`src/rtl/reg_cmd_pkg.sv`:
```
`default_nettype none
// ============================================================================
// reg_cmd_pkg : opcodes and FSM encoding shared by the register command master
// Revision    : 1.0
// ============================================================================
package reg_cmd_pkg;

   localparam logic [7:0] OP_WR = 8'hAA;
   localparam logic [7:0] OP_RD = 8'hBB;

   localparam int TO_CNT_W = 8;

   localparam logic [2:0] ST_IDLE     = 3'd0;
   localparam logic [2:0] ST_WR_ADDR  = 3'd1;
   localparam logic [2:0] ST_WR_DATA  = 3'd2;
   localparam logic [2:0] ST_RD_ADDR  = 3'd3;
   localparam logic [2:0] ST_RD_ISSUE = 3'd4;
   localparam logic [2:0] ST_RD_WAIT  = 3'd5;
   localparam logic [2:0] ST_TX_SEND  = 3'd6;

   typedef enum logic [2:0] {
      IDLE     = ST_IDLE,
      WR_ADDR  = ST_WR_ADDR,
      WR_DATA  = ST_WR_DATA,
      RD_ADDR  = ST_RD_ADDR,
      RD_ISSUE = ST_RD_ISSUE,
      RD_WAIT  = ST_RD_WAIT,
      TX_SEND  = ST_TX_SEND
   } state_t;

endpackage
`default_nettype wire

```
`src/rtl/cmd_timeout_cnt.sv`:
```
`default_nettype none
// ============================================================================
// cmd_timeout_cnt : saturating idle counter with terminal-count flag
// Revision        : 1.0
// ============================================================================
module cmd_timeout_cnt #(
   parameter int CNT_W = 8
) (
   input  logic             clk,
   input  logic             rst,
   input  logic             i_clr,
   input  logic             i_en,
   input  logic [CNT_W-1:0] i_limit,
   output logic             o_tc
);

   logic [CNT_W-1:0] r_cnt;

   always_ff @(posedge clk or negedge rst) begin
      if (!rst) begin
         r_cnt <= '0;
      end else if (i_clr) begin
         r_cnt <= '0;
      end else if (i_en && (r_cnt != '1)) begin
         r_cnt <= r_cnt + CNT_W'(1);
      end
   end

   // Flags during the limit-th counted cycle so the registered error lands right after it
   assign o_tc = i_en && !i_clr && (r_cnt >= (i_limit - CNT_W'(1)));

endmodule
`default_nettype wire

```
`src/rtl/reg_cmd_ctrl.sv`:
```
`default_nettype none
// ============================================================================
// reg_cmd_ctrl : decodes RX byte frames into register-file write/read
//                transactions and returns read data to the TX path
// Revision     : 1.0
// ============================================================================
module reg_cmd_ctrl
   import reg_cmd_pkg::*;
#(
   parameter int DATA_WIDTH = 8,
   parameter int ADDR_WIDTH = 4,
   parameter int FRAME_TO   = 255,
   parameter int RD_TO      = 15
) (
   input  logic                  clk,
   input  logic                  rst,
   input  logic [DATA_WIDTH-1:0] RX_P_DATA,
   input  logic                  RX_D_VLD,
   input  logic [DATA_WIDTH-1:0] RdData,
   input  logic                  RdData_VLD,
   input  logic                  TX_Busy,
   output logic                  WrEn,
   output logic                  RdEn,
   output logic [ADDR_WIDTH-1:0] Address,
   output logic [DATA_WIDTH-1:0] WrData,
   output logic [DATA_WIDTH-1:0] TX_P_DATA,
   output logic                  TX_D_VLD,
   output logic                  cmd_err
);

   localparam logic [TO_CNT_W-1:0] c_frame_to = TO_CNT_W'(FRAME_TO);
   localparam logic [TO_CNT_W-1:0] c_rd_to    = TO_CNT_W'(RD_TO);

   state_t                r_state;
   state_t                w_state_nxt;
   logic                  w_wren_nxt;
   logic                  w_rden_nxt;
   logic                  w_txvld_nxt;
   logic                  w_err_nxt;
   logic [ADDR_WIDTH-1:0] w_addr_nxt;
   logic [DATA_WIDTH-1:0] w_wdata_nxt;
   logic [DATA_WIDTH-1:0] w_txdata_nxt;

   logic                  w_frame_st;
   logic                  w_cnt_en;
   logic                  w_cnt_clr;
   logic [TO_CNT_W-1:0]   w_limit;
   logic                  w_tc;
   logic                  w_addr_bad;

   assign w_frame_st = (r_state == WR_ADDR) || (r_state == WR_DATA) || (r_state == RD_ADDR);
   assign w_cnt_en   = w_frame_st || (r_state == RD_WAIT);
   // Clearing depends only on state and inputs, keeping tc free of a loop through next-state
   assign w_cnt_clr  = !w_cnt_en || (w_frame_st && RX_D_VLD);
   assign w_limit    = (r_state == RD_WAIT) ? c_rd_to : c_frame_to;
   assign w_addr_bad = (RX_P_DATA[DATA_WIDTH-1:ADDR_WIDTH] != '0);

   cmd_timeout_cnt #(
      .CNT_W   (TO_CNT_W)
   ) u_timeout (
      .clk     (clk),
      .rst     (rst),
      .i_clr   (w_cnt_clr),
      .i_en    (w_cnt_en),
      .i_limit (w_limit),
      .o_tc    (w_tc)
   );

   always_ff @(posedge clk or negedge rst) begin
      if (!rst) begin
         r_state   <= IDLE;
         WrEn      <= 1'b0;
         RdEn      <= 1'b0;
         TX_D_VLD  <= 1'b0;
         cmd_err   <= 1'b0;
         Address   <= '0;
         WrData    <= '0;
         TX_P_DATA <= '0;
      end else begin
         r_state   <= w_state_nxt;
         WrEn      <= w_wren_nxt;
         RdEn      <= w_rden_nxt;
         TX_D_VLD  <= w_txvld_nxt;
         cmd_err   <= w_err_nxt;
         Address   <= w_addr_nxt;
         WrData    <= w_wdata_nxt;
         TX_P_DATA <= w_txdata_nxt;
      end
   end

   always_comb begin
      w_state_nxt  = r_state;
      w_wren_nxt   = 1'b0;
      w_rden_nxt   = 1'b0;
      w_txvld_nxt  = 1'b0;
      w_err_nxt    = 1'b0;
      w_addr_nxt   = Address;
      w_wdata_nxt  = WrData;
      w_txdata_nxt = TX_P_DATA;
      case (r_state)
         IDLE: begin
            if (RX_D_VLD) begin
               if (RX_P_DATA == OP_WR)      w_state_nxt = WR_ADDR;
               else if (RX_P_DATA == OP_RD) w_state_nxt = RD_ADDR;
               else                         w_err_nxt   = 1'b1;
            end
         end
         WR_ADDR, RD_ADDR: begin
            if (RX_D_VLD) begin
               if (w_addr_bad) begin
                  w_err_nxt   = 1'b1;
                  w_state_nxt = IDLE;
               end else begin
                  w_addr_nxt  = RX_P_DATA[ADDR_WIDTH-1:0];
                  w_state_nxt = (r_state == WR_ADDR) ? WR_DATA : RD_ISSUE;
               end
            end else if (w_tc) begin
               w_err_nxt   = 1'b1;
               w_state_nxt = IDLE;
            end
         end
         WR_DATA: begin
            if (RX_D_VLD) begin
               w_wdata_nxt = RX_P_DATA;
               w_wren_nxt  = 1'b1;
               w_state_nxt = IDLE;
            end else if (w_tc) begin
               w_err_nxt   = 1'b1;
               w_state_nxt = IDLE;
            end
         end
         RD_ISSUE: begin
            w_err_nxt   = RX_D_VLD;
            w_rden_nxt  = 1'b1;
            w_state_nxt = RD_WAIT;
         end
         RD_WAIT: begin
            w_err_nxt = RX_D_VLD;
            if (RdData_VLD) begin
               w_txdata_nxt = RdData;
               // An idle serializer takes the byte straight away to meet the one-cycle latency
               if (!TX_Busy) begin
                  w_txvld_nxt = 1'b1;
                  w_state_nxt = IDLE;
               end else begin
                  w_state_nxt = TX_SEND;
               end
            end else if (w_tc) begin
               w_err_nxt   = 1'b1;
               w_state_nxt = IDLE;
            end
         end
         TX_SEND: begin
            w_err_nxt = RX_D_VLD;
            if (!TX_Busy) begin
               w_txvld_nxt = 1'b1;
               w_state_nxt = IDLE;
            end
         end
         default: w_state_nxt = IDLE;
      endcase
   end

endmodule
`default_nettype wire

```
`config.mk`:
```
export PLATFORM = sky130hd
export DESIGN_NAME = reg_cmd_ctrl
export DESIGN_NICKNAME = d
export VERILOG_FILES = /design/src/rtl/reg_cmd_pkg.sv /design/src/rtl/cmd_timeout_cnt.sv /design/src/rtl/reg_cmd_ctrl.sv
export SDC_FILE = /design/constraint.sdc
export NUM_CORES = 1
export LEC_CHECK = 0
export ABC_AREA = 1
export CORE_MARGIN = 2
export CORE_UTILIZATION = 40
export CTS_CLUSTER_SIZE = 16
export DETAILED_ROUTE_END_ITERATION = 7
export GPL_TIMING_DRIVEN = 0
export PLACE_DENSITY = 0.71
export SETUP_SLACK_MARGIN = 0.1
export SYNTH_ARGS = -nofsm -noshare
export SYNTH_HDL_FRONTEND = slang
export SYNTH_SLANG_ARGS = --single-unit
export TNS_END_PERCENT = 30
```
`constraint.sdc`:
```
create_clock -name clk -period 4.5 [get_ports clk]
set_input_delay 0.45 -clock clk [delete_from_list [all_inputs] [get_ports clk]]
set_output_delay 0.45 -clock clk [all_outputs]
set_load 0.03 [all_outputs]
```
==> impl_results.md <==
- Status: complete, no violations
- Synth cell types: 26
- R2R Setup Slk: 2.68 ns
- Netlist Area Pre-Place: 1740 µm²
- Post-route clock skew: 0.00407 ns
- CTS tree: built
- Crit Reg-Reg Endpoint: r_state[1]
- Share of flip-flops with an asynchronous set or reset: 1.00
- Io pins: 45
- Critical Path Slowest Stage Cell: dfrtp_1
- Top-count cell post-synth: nand2_1
- Initial antenna violation count: 0
- Sum Neg Setup Slack: 0 ns
- Worst EP required: 4.68 ns
- Start point of the critical path: r_state[1]
- Postcts setup bufs: 0
- Max VDD drop: 0.280 mV
- Worst Setup Start Kind: flop
- CP Cell Sequence: inv_1 -> nand3_4 -> inv_4 -> ha_1 -> nand3_1 -> o21bai_1 -> nand2_1 -> nand2_1 -> nand2_2 -> nand3_1 -> nand2_1 -> nand2_1 -> nand2_1
- First-pass GRT wire length: 6.77 mm
- 1st-iter DRT viols: 101
- ANT cells: 0
- Worst-Margin Slew: 0.784 ns
- CP arrival: 2.00 ns
- Final setup margin: 2.68 ns
- Vias: 1,469
- PD cells: 589 nW/µm²
- RSZ-0062 raised after global routing: no
- CP max stage delay: 0.46 ns
- Routed WL: 3.80 mm
- Crit-path max FO: 7
- Clock Path Buffers: 2
- Number of buffers added on ports: 44
- Max Fclk: 0.549 GHz
- Synthesized area per cell: 8.73 µm²
- TritonCTS Buffers: 5
- First drt pass iteration count: 4
- Fin. Hold Viols: 0
- Post-layout nets: 275
- LEAKAGE: 1.11 nW
- Crit Path Category: flop to flop
- Placer Congestion: 0.848
- Minimum clock period: 1.82 ns
- ANT nets after route: 0
- R2R cell count: 13
- Largest net degree at the start of global routing: 36
- Layout area overhead: 33.7%
- Final setup fails: 0
- Clk sink count: 35
- DRC: 0
- EDFF count, synth: 0
- Post-layout util: 0.569
- Die width: 69.9 µm
- Critical Path Sink Type: flop
- Via density per instance: 4.90
- Share of the synthesized area in the top cell type: 0.504
- Pre-CTS setup slack: 2.64 ns
- H-tree Lvls: 2
- Syn_nets: 224
- Vias in the first global route: 1,435
- Register area share after synthesis: 0.504
- Congestion Overflow GR: 0
- Max_cap viols: 0
- Area of the core: 4090 µm²
- Starting Density: 0.425
- Final period utilization: 0.405
- Commonest cells post-synth: nand2_1 (47), dfrtp_1 (35), inv_1 (26), o21ai_0 (18), nor2_1 (16)
- Slew Viols, Final: 0
- Share of layout cells above drive strength 1: 0.112
- Cts repair resizes: 0
- Top cell by count, worst path: nand2_1
- Clock transition at path regs: 0.07 ns
- Cells after Synth: 199
- Yosys reg bits: 35
- Num rows: 23
- Detailed-route wire length per cell: 12.7 µm
- Die Y: 69.9 µm
- Die Area: 4890 µm²
- Global Route Usage Sum: 0.174
- Detail Placement HPWL: 2.79 mm
- Hold/Removal Path Class: input pin to async pin
- Top_reg_cell synth: dfrtp_1
- R2R Path Start: r_state[1]
- Relative slew slack: 0.477
- Root buffer cell: clkbuf_8
- Yosys warning count: 0
- Cell taking the most area after synthesis: dfrtp_1
- Synth top area cells: dfrtp_1 (50%), nand2_1 (10%), inv_1 (5.6%)
- Clk_lat worst skew: 0.29 ns
- Post-CTS Hold Buffers: 0
-- power by group --
part	total (mW)	switching [mW]	leakage, nW	internal, mW
registers	0.514	0.0835	0.462	0.430
clock network	0.229	0.109	0.0470	0.120
logic	0.626	0.362	0.603	0.264
total	1.37	0.554	1.11	0.814
-- final cells by class --
class	instances	area (µm²)
Buffer	1	11.3
Clock buffer	6	82.6
Clock inverter	1	5.00
Fill cell	363	1760
Inverter	28	108
Multi-Input combinational cell	135	743
Sequential cell	35	876
Tap cell	50	62.6
Timing Repair Buffer	44	435
-- metrics by stage --
step                total power, mW  instance area, µm²  cells  hold WS, ns
finish                         1.37                2320    300        0.239
global route                   1.46                2320    300        0.310
detailed placement             1.15                2240    293        0.476
global placement               1.14                2240    293        0.467
CTS                            1.39                2320    300        0.262
floorplan                     0.886                1740    199        0.154
-- worst max-delay path: cells and delay by family (launching register included) --
| kind | cells | cell delay [ns] |
|---|---|---|
| AO/OA/AOI/OAI | 1 | 0.13 |
| adder cells (fa/ha/maj) | 1 | 0.27 |
| buffers and inverters | 2 | 0.19 |
| flip-flops | 1 | 0.46 |
| AND/OR/NAND/NOR | 9 | 0.66 |
-- registers in the layout, indices dropped and copies added, names as in the netlist --
register         cells
TX_P_DATA            8
cmd_err              1
RdEn                 1
WrData               8
TX_D_VLD             1
Address              4
WrEn                 1
r_state              3
u_timeout.r_cnt      8
-- worst max path at each step --
stage                         to  slack, ns  depth (start not counted)
floorplan             r_state[1]       2.90                         13
finish                r_state[1]       2.68                         13
CTS                   r_state[1]       2.67                         13
global placement    TX_P_DATA[5]       2.17                          1
detailed placement    r_state[1]       2.64                          9
global route          r_state[1]       2.45                         13
-- kinds of logic after synthesis --
logic type                 after synthesis  share of synthesized area
xor gates and xnor gates                 3                     0.0151
adders and majority gates                4                     0.0288
muxes                                    8                     0.0518
buffers and inverters                   29                     0.0684
and+or+nand+nor                         90                      0.235
DFF                                     35                      0.504
AOI/OAI and AO/OA                       30                     0.0972
-- routing by layer --
| layer | vias up | track usage | part of all wire |
|---|---|---|---|
| li1 | 741 | - | - |
| met1 | 678 | 0.228 | 0.44 |
| met2 | 45 | 0.279 | 0.49 |
| met3 | 5 | 0.0476 | 0.062 |
| met4 | 0 | 0.0577 | 0.0097 |
| met5 | - | 0 | 0 |
-- layout by cell type (no fill, tap or decap), types with 2 or more instances in the layout --
cell	n
ha_1	4
nand2_2	3
o21ai_2	2
nor3_1	5
xor2_1	2
a21oi_1	6
nor2_1	16
clkdlybuf4s50_1	43
nand3_1	11
nand4_1	3
nand2_4	2
inv_1	26
o21ai_0	18
nand2_1	47
clkbuf_8	6
dfrtp_1	35
mux2_2	8
Power figures use the tool's default switching activity.
